$ cat src/rtl/rx_bridge.sv
// Frame receiver for the host-to-FPGA UART link: reassembles AA/4-payload/XOR frames
// from single-byte strobes and presents the payload in parallel with a valid pulse.
module rx_bridge #(
    parameter logic [7:0]  HEADER  = 8'hAA,
    parameter logic [19:0] TIMEOUT = 20'd150_000
) (
    input  logic       clk,
    input  logic       rst,
    input  logic       rxen,
    input  logic [7:0] rxdb,
    output logic [7:0] Data1,
    output logic [7:0] Data2,
    output logic [7:0] Data3,
    output logic [7:0] Data4,
    output logic       DataValid,
    output logic       ChkErr,
    output logic       TimeoutErr,
    output logic       Busy
);

    typedef enum logic [2:0] {
        IDLE = 3'd0,
        D1   = 3'd1,
        D2   = 3'd2,
        D3   = 3'd3,
        D4   = 3'd4,
        CHK  = 3'd5
    } state_t;

    state_t      state;
    logic [7:0]  shadow1;
    logic [7:0]  shadow2;
    logic [7:0]  shadow3;
    logic [7:0]  shadow4;
    logic [7:0]  csum;
    logic [19:0] cnt;

    function automatic logic [7:0] xor_acc(input logic [7:0] acc, input logic [7:0] din);
        return acc ^ din;
    endfunction

    // Frame FSM, inter-byte timeout counter and all registered outputs.
    always_ff @(posedge clk or negedge rst) begin
        if (!rst) begin
            state      <= IDLE;
            shadow1    <= 8'h00;
            shadow2    <= 8'h00;
            shadow3    <= 8'h00;
            shadow4    <= 8'h00;
            csum       <= 8'h00;
            cnt        <= 20'd0;
            Data1      <= 8'h00;
            Data2      <= 8'h00;
            Data3      <= 8'h00;
            Data4      <= 8'h00;
            DataValid  <= 1'b0;
            ChkErr     <= 1'b0;
            TimeoutErr <= 1'b0;
            Busy       <= 1'b0;
        end else begin
            DataValid  <= 1'b0;
            ChkErr     <= 1'b0;
            TimeoutErr <= 1'b0;
            if (rxen) begin
                // An arriving byte always beats a timeout expiring in the same cycle.
                cnt <= 20'd0;
                case (state)
                    IDLE: begin
                        if (rxdb == HEADER) begin
                            state <= D1;
                            csum  <= 8'h00;
                            Busy  <= 1'b1;
                        end else begin
                            state <= IDLE;
                            Busy  <= 1'b0;
                        end
                    end
                    D1: begin
                        shadow1 <= rxdb;
                        csum    <= xor_acc(csum, rxdb);
                        state   <= D2;
                        Busy    <= 1'b1;
                    end
                    D2: begin
                        shadow2 <= rxdb;
                        csum    <= xor_acc(csum, rxdb);
                        state   <= D3;
                        Busy    <= 1'b1;
                    end
                    D3: begin
                        shadow3 <= rxdb;
                        csum    <= xor_acc(csum, rxdb);
                        state   <= D4;
                        Busy    <= 1'b1;
                    end
                    D4: begin
                        shadow4 <= rxdb;
                        csum    <= xor_acc(csum, rxdb);
                        state   <= CHK;
                        Busy    <= 1'b1;
                    end
                    CHK: begin
                        if (rxdb == csum) begin
                            Data1     <= shadow1;
                            Data2     <= shadow2;
                            Data3     <= shadow3;
                            Data4     <= shadow4;
                            DataValid <= 1'b1;
                        end else begin
                            ChkErr <= 1'b1;
                        end
                        state <= IDLE;
                        Busy  <= 1'b0;
                    end
                    default: begin
                        state <= IDLE;
                        Busy  <= 1'b0;
                    end
                endcase
            end else if (state == IDLE) begin
                cnt <= 20'd0;
            end else if (cnt == TIMEOUT) begin
                state      <= IDLE;
                Busy       <= 1'b0;
                TimeoutErr <= 1'b1;
                cnt        <= 20'd0;
                csum       <= 8'h00;
                shadow1    <= 8'h00;
                shadow2    <= 8'h00;
                shadow3    <= 8'h00;
                shadow4    <= 8'h00;
            end else begin
                cnt <= cnt + 20'd1;
            end
        end
    end

endmodule

$ cat config.mk
export PLATFORM = sky130hd
export DESIGN_NAME = rx_bridge
export DESIGN_NICKNAME = d
export VERILOG_FILES = /design/src/rtl/rx_bridge.sv
export SDC_FILE = /design/constraint.sdc
export NUM_CORES = 1
export LEC_CHECK = 0
export BUFFER_PORTS_ARGS = -buffer_cell sky130_fd_sc_hd__buf_2
export CAP_MARGIN = 5
export CORE_AREA = 2 2 92 94
export DETAILED_ROUTE_END_ITERATION = 16
export DIE_AREA = 0 0 94 96
export PLACE_DENSITY = 0.9
export SYNTH_ARGS = -nofsm -noshare
export SYNTH_HDL_FRONTEND = slang
export SYNTH_SLANG_ARGS = --single-unit
$ cat constraint.sdc
create_clock -name clk -period 3.4 [get_ports clk]
set_clock_uncertainty 0.1 [all_clocks]
set_input_delay 0.17 -clock clk [delete_from_list [all_inputs] [get_ports clk]]
set_output_delay 0.17 -clock clk [all_outputs]
set_load 0.1 [all_outputs]
==> results of run 1 <==
cell usage in the layout (no fill, tap or decap), types with 9 or more instances in the layout:
cell       count
dfrtp_1       99
a21oi_1       10
mux2i_1       24
or3_1          9
o2bb2ai_2     10
nand2_1       18
mux2_4        29
clkbuf_8       9
o21ai_0       34
nor2b_1        9
inv_1         13
buf_2         45
nor2_1        33
buf_4          9
per-stage QoR:
step,worst slack [ns],power (mW)
5_1_grt,0.890,4.08
3_5_place_dp,1.11,2.89
4_1_cts,1.06,3.88
6_report,1.04,3.87
2_1_floorplan,1.54,2.67
3_3_place_gp,1.26,2.82
cell type report:
class	instances	share of cell area
Tap cell	105	0.0241
Inverter	14	0.00964
Clock buffer	9	0.0227
Multi-Input combinational cell	267	0.409
Sequential cell	99	0.454
Clock inverter	6	0.0250
Timing Repair Buffer	55	0.0555
synthesized netlist by cell type (4+ instances only):
| library cell | instances |
|---|---|
| a21oi_1 | 10 |
| a22o_1 | 8 |
| a22oi_1 | 8 |
| and3_1 | 4 |
| buf_2 | 6 |
| buf_4 | 4 |
| buf_6 | 8 |
| clkbuf_1 | 5 |
| dfrtp_1 | 99 |
| inv_1 | 13 |
| mux2_4 | 29 |
| mux2i_1 | 24 |
| nand2_1 | 18 |
| nand3_1 | 7 |
| nand4_1 | 4 |
| nor2_1 | 33 |
| nor2b_1 | 9 |
| o21ai_0 | 34 |
| o2bb2ai_1 | 7 |
| o2bb2ai_2 | 10 |
| or3_1 | 9 |
| xnor2_1 | 4 |
| xnor2_2 | 7 |
| xor2_1 | 7 |
worst paths after layout:
| kind | startpoint | end | slack (ns) | cells past startpoint |
|---|---|---|---|---|
| hold reg to reg | cnt[0]$_DFF_PN0_ | cnt[0]$_DFF_PN0_ | 0.41 | 1 |
| hold / removal | rxdb[3] | shadow1[3]$_DFFE_PN0P_ | 0.12 | 3 |
| min in group asynchronous | rst | cnt[5]$_DFF_PN0_ | 0.37 | 2 |
| max in group asynchronous | rst | Data4[7]$_DFFE_PN0P_ | 2.09 | 3 |
| setup / recovery | state[2]$_DFFE_PN0P_ | shadow1[5]$_DFFE_PN0P_ | 1.04 | 5 |
| setup reg to reg | state[2]$_DFFE_PN0P_ | shadow1[5]$_DFFE_PN0P_ | 1.04 | 5 |
sequential cells by signal (all words and copies together), names as in the netlist:
name        count
cnt            20
Data1           8
Data2           8
Data3           8
Data4           8
csum            8
shadow1         8
shadow2         8
shadow3         8
shadow4         8
state           3
Busy            1
ChkErr          1
DataValid       1
TimeoutErr      1
metal layers:
layer,vias to the layer above,global-route usage,wire length [um],part of all wire
met5,-,0,0,0
met4,0,0.103,193,0.019
met3,20,0.0446,555,0.055
met2,116,0.391,5100,0.50
met1,1677,0.313,4310,0.42
li1,1531,-,-,-
power groups by stage:
stage	Clock, mW	Combinational (mW)	Sequential [mW]
global route	1.02	1.26	1.80
floorplan	0	0.937	1.73
detailed placement	0	1.12	1.77
finish	0.959	1.15	1.76
global placement	0	1.07	1.75
CTS	0.975	1.15	1.76
cells by family (layout without fill, tap and decap cells):
kind of cell               count (synthesis)  in the layout  share of synthesized area
adders and majority gates                  2              2                    0.00501
DFF                                       99             99                      0.496
AOI/OAI and AO/OA                         86             86                      0.127
muxes                                     56             56                      0.142
and+or+nand+nor                          105            105                      0.130
xor gates and xnor gates                  18             18                     0.0421
buffers and inverters                     41             84                     0.0572
worst max-delay path: cells and delay by family (launching register included):
| kind | cells | cell delay [ns] |
|---|---|---|
| buffers and inverters | 1 | 0.29 |
| DFF | 1 | 0.56 |
| muxes | 1 | 0.22 |
| and+or+nand+nor | 3 | 1.06 |
==> results.sh, run 1 <==
export IMPL_min_period_ns=2.36
export IMPL_mappedNetlistArea_um2=4990
export IMPL_portBuffers=46
export IMPL_slew_headroom=0.420
export IMPL_drtIter0Drc=275
export IMPL_worst_pin_slew_ns=0.868
export IMPL_cts_setup_buffers=0
export IMPL_min_period_over_period=0.695
export IMPL_insertion_delay_ns=0.36
export IMPL_cp_max_fo=12
export IMPL_ir_worst_vdd_uv=299
export IMPL_cts_repair_resized=0
export IMPL_ant_nets=0
export IMPL_finalInstanceArea_um2=5450
export IMPL_power_switching_mw=1.35
export IMPL_pwr_share_clk=0.248
export IMPL_grt_use_total=0.238
export IMPL_hold_viol_final=0
export IMPL_drc=0
export IMPL_vias=3344
export IMPL_post_drt_via_cell_ratio=6.03
export IMPL_final_max_slew_viol_count=0
export IMPL_drv_cap=0
export IMPL_async_reset_ff_frac=1.00
export IMPL_crit_type="flop to flop"
export IMPL_firstDrtPassIters=5
export IMPL_outcome="finished, final reports clean"
export IMPL_synthFlopType="dfrtp_1"
export IMPL_synth_area_top_cells="dfrtp_1 (50%), mux2_4 (8.7%), mux2i_1 (4.8%)"
export IMPL_synth_cells=407
export IMPL_clk_pin_slew_worst_paths_ns=0.09
export IMPL_num_fill_cells=549
export IMPL_clock_sinks=99
export IMPL_whs_ns=0.124
export IMPL_synth_edf_count=0
export IMPL_finalSetupViolCount=0
export IMPL_htreeDepth=3
export IMPL_dieWidth_um=94
export IMPL_power_frac_comb=0.297
export IMPL_power_density_nw_per_um2=710
export IMPL_end_kind="flop"
export IMPL_cts_tree="built"
export IMPL_p_int_mw=2.52
export IMPL_antenna_found_initial=0
export IMPL_multi_input_area_um2=2230
export IMPL_nets=459
export IMPL_synth_top_cell_area_share=0.496
export IMPL_grt_pass1_vias=3407
export IMPL_ctsHoldBuffers=1
export IMPL_dieArea_um2=9020
export IMPL_layoutNonFillerInstCount=555
export IMPL_tns_ns=0
export IMPL_cp_arrival_ns=2.50
export IMPL_synth_largest_area_cell="dfrtp_1"
export IMPL_initial_utilization=0.620
export IMPL_switching_share=0.349
export IMPL_fmax_mhz=423
export IMPL_avgRoutedWirePerCell_um=18.3
export IMPL_synthToLayoutAreaGrowth_pct=9.25
export IMPL_startpoint_type="flop"
export IMPL_die_y_um=96
export IMPL_cts_inserted_buffers=9
export IMPL_dp_hpwl_um=6680
export IMPL_final_core_util=0.677
export IMPL_synth_nets=420
export IMPL_ys_warn_count=0
export IMPL_ys_ff_latch=99
export IMPL_place_inst=539
export IMPL_ys_types=51
export IMPL_syn_area_per_cell_um2=12.3
export IMPL_grt_pass1_wl_um=16500
export IMPL_rsz0062_at_grt="no"
export IMPL_crit_required_ns=3.53
export IMPL_root_buffer="clkbuf_8"
export IMPL_drive_gt1_frac=0.293
export IMPL_wl_um=10200
export IMPL_core_um2=8050
export IMPL_ys_seq_area_frac=0.496
export IMPL_seqPwrFrac=0.455
export IMPL_gp_routability_congestion=0.814
export IMPL_clockBufferDepth=2
export IMPL_crit_chain="nand2b_1 > nor3b_1 > buf_4 > mux2i_1 > nor2_1"
export IMPL_min_path_type="input pin to flop"
export IMPL_core_rowCount=33
export IMPL_antennaDiodeCount=0
export IMPL_cpPeakStageDelay_ns=0.73
export IMPL_power_leakage_nw=2.56
export IMPL_ios=47
export IMPL_regArea_um2=2480
export IMPL_grt_max_degree=72
export IMPL_post_dp_cell_area_um2=5180
export IMPL_worst_path_max_delay_cell="nor3b_1"
export IMPL_grt_overflow=0
No activity file was read; power rests on OpenSTA's default activity.
==> run 2, diff against run 1 <==
--- a/config.mk
+++ b/config.mk
@@ -7,10 +7,10 @@
 export LEC_CHECK = 0
 export BUFFER_PORTS_ARGS = -buffer_cell sky130_fd_sc_hd__buf_2
 export CAP_MARGIN = 5
-export CORE_AREA = 2 2 92 94
+export CORE_AREA = 2 2 95 97
 export DETAILED_ROUTE_END_ITERATION = 16
-export DIE_AREA = 0 0 94 96
-export PLACE_DENSITY = 0.9
+export DIE_AREA = 0 0 97 99
+export PLACE_DENSITY = 0.86
 export SYNTH_ARGS = -nofsm -noshare
 export SYNTH_HDL_FRONTEND = slang
 export SYNTH_SLANG_ARGS = --single-unit
==> constraint.sdc (replaced) <==
create_clock -name clk -period 2.3 [get_ports clk]
set_clock_uncertainty 0.1 [all_clocks]
set_input_delay 0.115 -clock clk [delete_from_list [all_inputs] [get_ports clk]]
set_output_delay 0.115 -clock clk [all_outputs]
set_load 0.1 [all_outputs]
==> run 2 against run 1 <==
Worst hold slack worse by 0.067 ns. Combinational power increased by 49%. Register-to-register slack worse by 0.80 ns. Die area is 6.4% higher. Non-clock buffer count grew 6. Sequential share of layout area increased by 0.073 points. Critical path depth unchanged. Via count shrank 1.9%. Power increased by 38%. Highest routed layer unchanged.
==> results.sh, run 2 (synthesis gave the netlist of run 1 again) <==
export IMPL_slew_headroom=0.601
export IMPL_power_leakage_nw=2.55
export IMPL_drv_cap=0
export IMPL_antenna_found_initial=0
export IMPL_hold_depth=3
export IMPL_worst_slack_ns=0.236
export IMPL_hp_start="rxdb[7]"
export IMPL_cp_max_fo=11
export IMPL_firstDrtPassIters=5
export IMPL_finalInstanceArea_um2=5440
export IMPL_final_cell_mix="dfrtp_1 (99), buf_2 (45), o21ai_0 (34), nor2_1 (33), mux2_4 (29)"
export IMPL_end_kind="flop"
export IMPL_core_um2=8550
export IMPL_cp_arrival_ns=2.22
export IMPL_regArea_um2=2480
export IMPL_worst_path_max_delay_cell="dfrtp_1"
export IMPL_cts_setup_buffers=0
export IMPL_power_density_nw_per_um2=979
export IMPL_drtIter0Drc=284
export IMPL_drc=0
export IMPL_dieArea_um2=9600
export IMPL_ant_nets=0
export IMPL_post_place_ws_ns=0.257
export IMPL_post_drt_via_cell_ratio=5.80
export IMPL_grt_use_total=0.225
export IMPL_portBuffers=46
export IMPL_rrSetupSlack_ns=0.24
export IMPL_clockBufferDepth=2
export IMPL_initial_utilization=0.584
export IMPL_tns_ns=0
export IMPL_r2r_end="Data1[6]$_DFFE_PN0P_"
export IMPL_dieWidth_um=97
export IMPL_root_buffer="clkbuf_8"
export IMPL_vias=3279
export IMPL_clock_sinks=99
export IMPL_min_to="shadow1[7]$_DFFE_PN0P_"
export IMPL_gp_routability_congestion=0.897
export IMPL_grt_overflow=0
export IMPL_cts_tree="built"
export IMPL_htreeDepth=3
export IMPL_cts_inserted_buffers=9
export IMPL_final_max_slew_viol_count=0
export IMPL_rsz0062_at_grt="no"
export IMPL_hold_viol_final=0
export IMPL_synthToLayoutAreaGrowth_pct=9.08
export IMPL_layout_cells_most_common="dfrtp_1"
export IMPL_insertion_delay_ns=0.38
export IMPL_min_path_type="input pin to flop"
export IMPL_finalSetupViolCount=0
export IMPL_regMostFlops="cnt"
export IMPL_ir_worst_vdd_uv=606
export IMPL_fmax_mhz=484
export IMPL_wl_um=10200
export IMPL_core_rowCount=34
export IMPL_ios=47
export IMPL_avgRoutedWirePerCell_um=18.0
export IMPL_dp_hpwl_um=6930
export IMPL_crit_required_ns=2.46
export IMPL_min_period_over_period=0.898
export IMPL_outcome="finished, final reports clean"
export IMPL_crit_type="flop to flop"
export IMPL_grt_pass1_vias=3364
export IMPL_largest_register_ffs=20
export IMPL_post_dp_cell_area_um2=5260
export IMPL_cpPeakStageDelay_ns=0.50
export IMPL_crit_chain="inv_1 > nand4_1 > nor3_4 > buf_4 > mux2_4"
export IMPL_worst_pin_slew_ns=0.599
export IMPL_drive_gt1_frac=0.302
export IMPL_die_y_um=99
export IMPL_startpoint_type="flop"
export IMPL_grt_pass1_wl_um=17200
export IMPL_num_fill_cells=631
export IMPL_min_period_ns=2.06
export IMPL_multi_input_area_um2=2230
export IMPL_r2r_cells=5
export IMPL_clk_pin_slew_worst_paths_ns=0.09
export IMPL_r2r_start="state[1]$_DFFE_PN0P_"
export IMPL_nets=465
export IMPL_grt_max_degree=45
export IMPL_antennaDiodeCount=0
run 2: cell types whose count changed in the layout (fill, tap and decap cells not counted), sizes merged:
cell,delta
inv,+1
bufinv,-4
clkinv,+2
buf,+6
clkinvlp,+1
clkbuf,+1
run 2: power breakdown:
part           total (mW)  internal (mW)  switching [mW]
Clock                1.03          0.405           0.623
Combinational        1.71          0.761           0.951
Sequential           2.59           2.15           0.444
run 2: worst max path at each step:
stage                               from                   end  cells after the start
finish              state[1]$_DFFE_PN0P_  Data1[6]$_DFFE_PN0P_                      5
detailed placement  state[1]$_DFFE_PN0P_  Data4[7]$_DFFE_PN0P_                      5
global placement    state[1]$_DFFE_PN0P_  Data1[7]$_DFFE_PN0P_                      5
CTS                 state[1]$_DFFE_PN0P_  Data3[7]$_DFFE_PN0P_                      5
global route        state[1]$_DFFE_PN0P_  Data3[7]$_DFFE_PN0P_                      5
floorplan           state[1]$_DFFE_PN0P_  Data1[7]$_DFFE_PN0P_                      6
run 2: per-layer routing:
| layer | up-vias | wire [um] | share of wire | track usage |
|---|---|---|---|---|
| li1 | 1534 | - | - | - |
| met1 | 1614 | 4230 | 0.42 | 0.299 |
| met2 | 114 | 5080 | 0.50 | 0.375 |
| met3 | 17 | 693 | 0.068 | 0.0426 |
| met4 | 0 | 170 | 0.017 | 0.0802 |
| met5 | - | 0 | 0 | 0 |
run 2: worst max-delay path, delay by kind of cell (launching register included):
| family | cells | cell delay, ns |
|---|---|---|
| DFF | 1 | 0.50 |
| buffers and inverters | 2 | 0.47 |
| muxes | 1 | 0.32 |
| and+or+nand+nor | 2 | 0.57 |
run 2: metrics by stage:
| stage | utilization | hold WS (ns) | std cells | total power, mW |
|---|---|---|---|---|
| finish | 0.637 | 0.0578 | 565 | 5.33 |
| global route | 0.637 | 0.0725 | 565 | 5.67 |
| CTS | 0.637 | 0.0497 | 565 | 5.35 |
| detailed placement | 0.615 | 0.0411 | 548 | 4.31 |
| global placement | 0.615 | 0.0391 | 548 | 4.18 |
| floorplan | - | -0.281 | 407 | 3.95 |
run 2: repair_timing:
item	in CTS	in global routing
resized for setup	0	0
endpoints found under the hold margin	42	0
hold buffers	1	0
run 2: final cells by class:
type / count / area share
Sequential cell: 99 / 0.455
Multi-Input combinational cell: 267 / 0.409
Timing Repair Buffer: 61 / 0.0685
Tap cell: 108 / 0.0248
Clock buffer: 10 / 0.0234
Inverter: 14 / 0.00966
Clock inverter: 6 / 0.00920
==> run 3, diff against run 2 <==
--- a/config.mk
+++ b/config.mk
@@ -7,10 +7,10 @@
 export LEC_CHECK = 0
 export BUFFER_PORTS_ARGS = -buffer_cell sky130_fd_sc_hd__buf_2
 export CAP_MARGIN = 5
-export CORE_AREA = 2 2 95 97
+export CORE_AREA = 2 2 117 119
 export DETAILED_ROUTE_END_ITERATION = 16
-export DIE_AREA = 0 0 97 99
-export PLACE_DENSITY = 0.86
+export DIE_AREA = 0 0 119 121
+export PLACE_DENSITY = 0.62
 export SYNTH_ARGS = -nofsm -noshare
 export SYNTH_HDL_FRONTEND = slang
 export SYNTH_SLANG_ARGS = --single-unit
==> run 3 against run 2 <==
Flip-flop and latch count is the same. Power grew 8.1%. Clock power grew 47%. First-iteration DRC count shrank 43%. Global-route usage shrank 7.7 points. Via count shrank 1.1%. Largest cell class unchanged. Setup slack lost 0.035 ns. Sequential power is essentially flat. Clock-buffer cell count grew 1. Final cell count grew 11%.
==> results.sh, run 3 (synthesis gave the netlist of run 1 again) <==
export IMPL_cts_tree="built"
export IMPL_gp_routability_congestion=0.828
export IMPL_worst_pin_slew_ns=0.640
export IMPL_regMostFlops="cnt"
export IMPL_grt_overflow=0
export IMPL_avgRoutedWirePerCell_um=16.1
export IMPL_initial_utilization=0.381
export IMPL_startpoint_type="flop"
export IMPL_synthToLayoutAreaGrowth_pct=12.3
export IMPL_tns_ns=0
export IMPL_drtIter0Drc=161
export IMPL_min_period_ns=2.10
export IMPL_htreeDepth=3
export IMPL_clk_pin_slew_worst_paths_ns=0.07
export IMPL_portBuffers=46
export IMPL_min_path_type="input pin to flop"
export IMPL_post_drt_via_cell_ratio=5.15
export IMPL_cts_inserted_buffers=9
export IMPL_largest_register_ffs=20
export IMPL_antenna_found_initial=1
export IMPL_dieWidth_um=119
export IMPL_root_buffer="clkbuf_16"
export IMPL_ios=47
export IMPL_rsz0062_at_grt="no"
export IMPL_vias=3242
export IMPL_fmax_mhz=476
export IMPL_grt_use_total=0.149
export IMPL_r2r_start="state[2]$_DFFE_PN0P_"
export IMPL_drc=0
export IMPL_core_rowCount=42
export IMPL_insertion_delay_ns=0.35
export IMPL_clockBufferDepth=2
export IMPL_place_inst=612
export IMPL_dieArea_um2=14400
export IMPL_wl_met2_um=4700
export IMPL_whs_ns=0.0918
export IMPL_grt_max_degree=54
export IMPL_nets=461
export IMPL_cp_max_fo=12
export IMPL_power_density_nw_per_um2=1030
export IMPL_outcome="finished, final reports clean"
export IMPL_cp_arrival_ns=2.23
export IMPL_worst_slack_ns=0.200
export IMPL_end_kind="flop"
export IMPL_post_place_ws_ns=0.238
export IMPL_power_leakage_nw=2.59
export IMPL_m1WireLength_um=4780
export IMPL_grt_pass1_wl_um=16700
export IMPL_finalSetupViolCount=0
export IMPL_startpoint="state[2]$_DFFE_PN0P_"
export IMPL_crit_type="flop to flop"
export IMPL_wl_met3_um=528
export IMPL_clock_sinks=99
export IMPL_final_cell_mix="dfrtp_1 (99), buf_2 (45), o21ai_0 (34), nor2_1 (33), mux2_4 (29)"
export IMPL_crit_required_ns=2.43
export IMPL_wl_um=10200
export IMPL_cts_setup_buffers=0
export IMPL_dp_hpwl_um=6940
export IMPL_ir_worst_vdd_uv=605
export IMPL_layoutNonFillerInstCount=629
export IMPL_min_period_over_period=0.913
export IMPL_grt_pass1_vias=3215
export IMPL_antennaDiodeCount=0
export IMPL_drive_gt1_frac=0.294
export IMPL_hold_viol_final=0
export IMPL_firstDrtPassIters=4
export IMPL_dr_max_layer_used="met5"
export IMPL_core_um2=13100
export IMPL_layout_cells_most_common="dfrtp_1"
export IMPL_ant_nets=0
export IMPL_final_max_slew_viol_count=0
export IMPL_drv_cap=0
export IMPL_slew_headroom=0.573
export IMPL_die_y_um=121
export IMPL_hp_start="rxdb[1]"
run 3: final timing paths:
check | to | slack [ns] | cells after the start
min reg2reg | Data2[6]$_DFFE_PN0P_ | 0.40 | 1
max in group asynchronous | shadow3[7]$_DFFE_PN0P_ | 1.15 | 3
min | shadow1[1]$_DFFE_PN0P_ | 0.09 | 3
max reg2reg | Data2[7]$_DFFE_PN0P_ | 0.20 | 4
min in group asynchronous | cnt[7]$_DFF_PN0_ | 0.23 | 2
max | Data2[7]$_DFFE_PN0P_ | 0.20 | 4
run 3: repair_timing:
action / 4_1_cts / 5_1_grt
hold buffers: 1 / 0
resized for setup: 0 / 0
endpoints found under the setup margin: 0 / 0
hold endpoints to repair: 46 / 0
run 3: cell type report:
type,count,area [um^2]
clock buffers,11,233
clock inverters,5,62.6
fillers,1221,7480
inverters,14,52.6
multi-input cells,267,2230
flip-flops and latches,99,2480
well taps,176,220
repair buffers,57,330
run 3: power by group:
part / switching (mW) / internal (mW) / total [mW] / leakage (nW)
registers: 0.460 / 2.15 / 2.61 / 1.32
logic: 0.889 / 0.755 / 1.64 / 1.13
clock network: 0.659 / 0.850 / 1.51 / 0.136
run 3: metrics by stage:
step / total power, mW / util / area [um^2]
after floorplan: 3.95 / - / 4990
after global placement: 4.22 / 0.405 / 5300
after detailed placement: 4.29 / 0.405 / 5300
after CTS: 5.83 / 0.428 / 5600
after global routing: 6.15 / 0.428 / 5600
final: 5.76 / 0.428 / 5600
run 3: critical path, stage by stage, from the launching register on:
cell and delay (ns):
dfrtp_1 0.65, nand4_1 0.30, nor3_4 0.26, buf_4 0.29, mux2_2 0.37
run 3: per-layer routing:
metal | track usage | vias to the layer above
met2 | 0.229 | 71
li1 | - | 1537
met3 | 0.0423 | 12
met4 | 0.0521 | 2
met5 | 0 | -
met1 | 0.201 | 1620
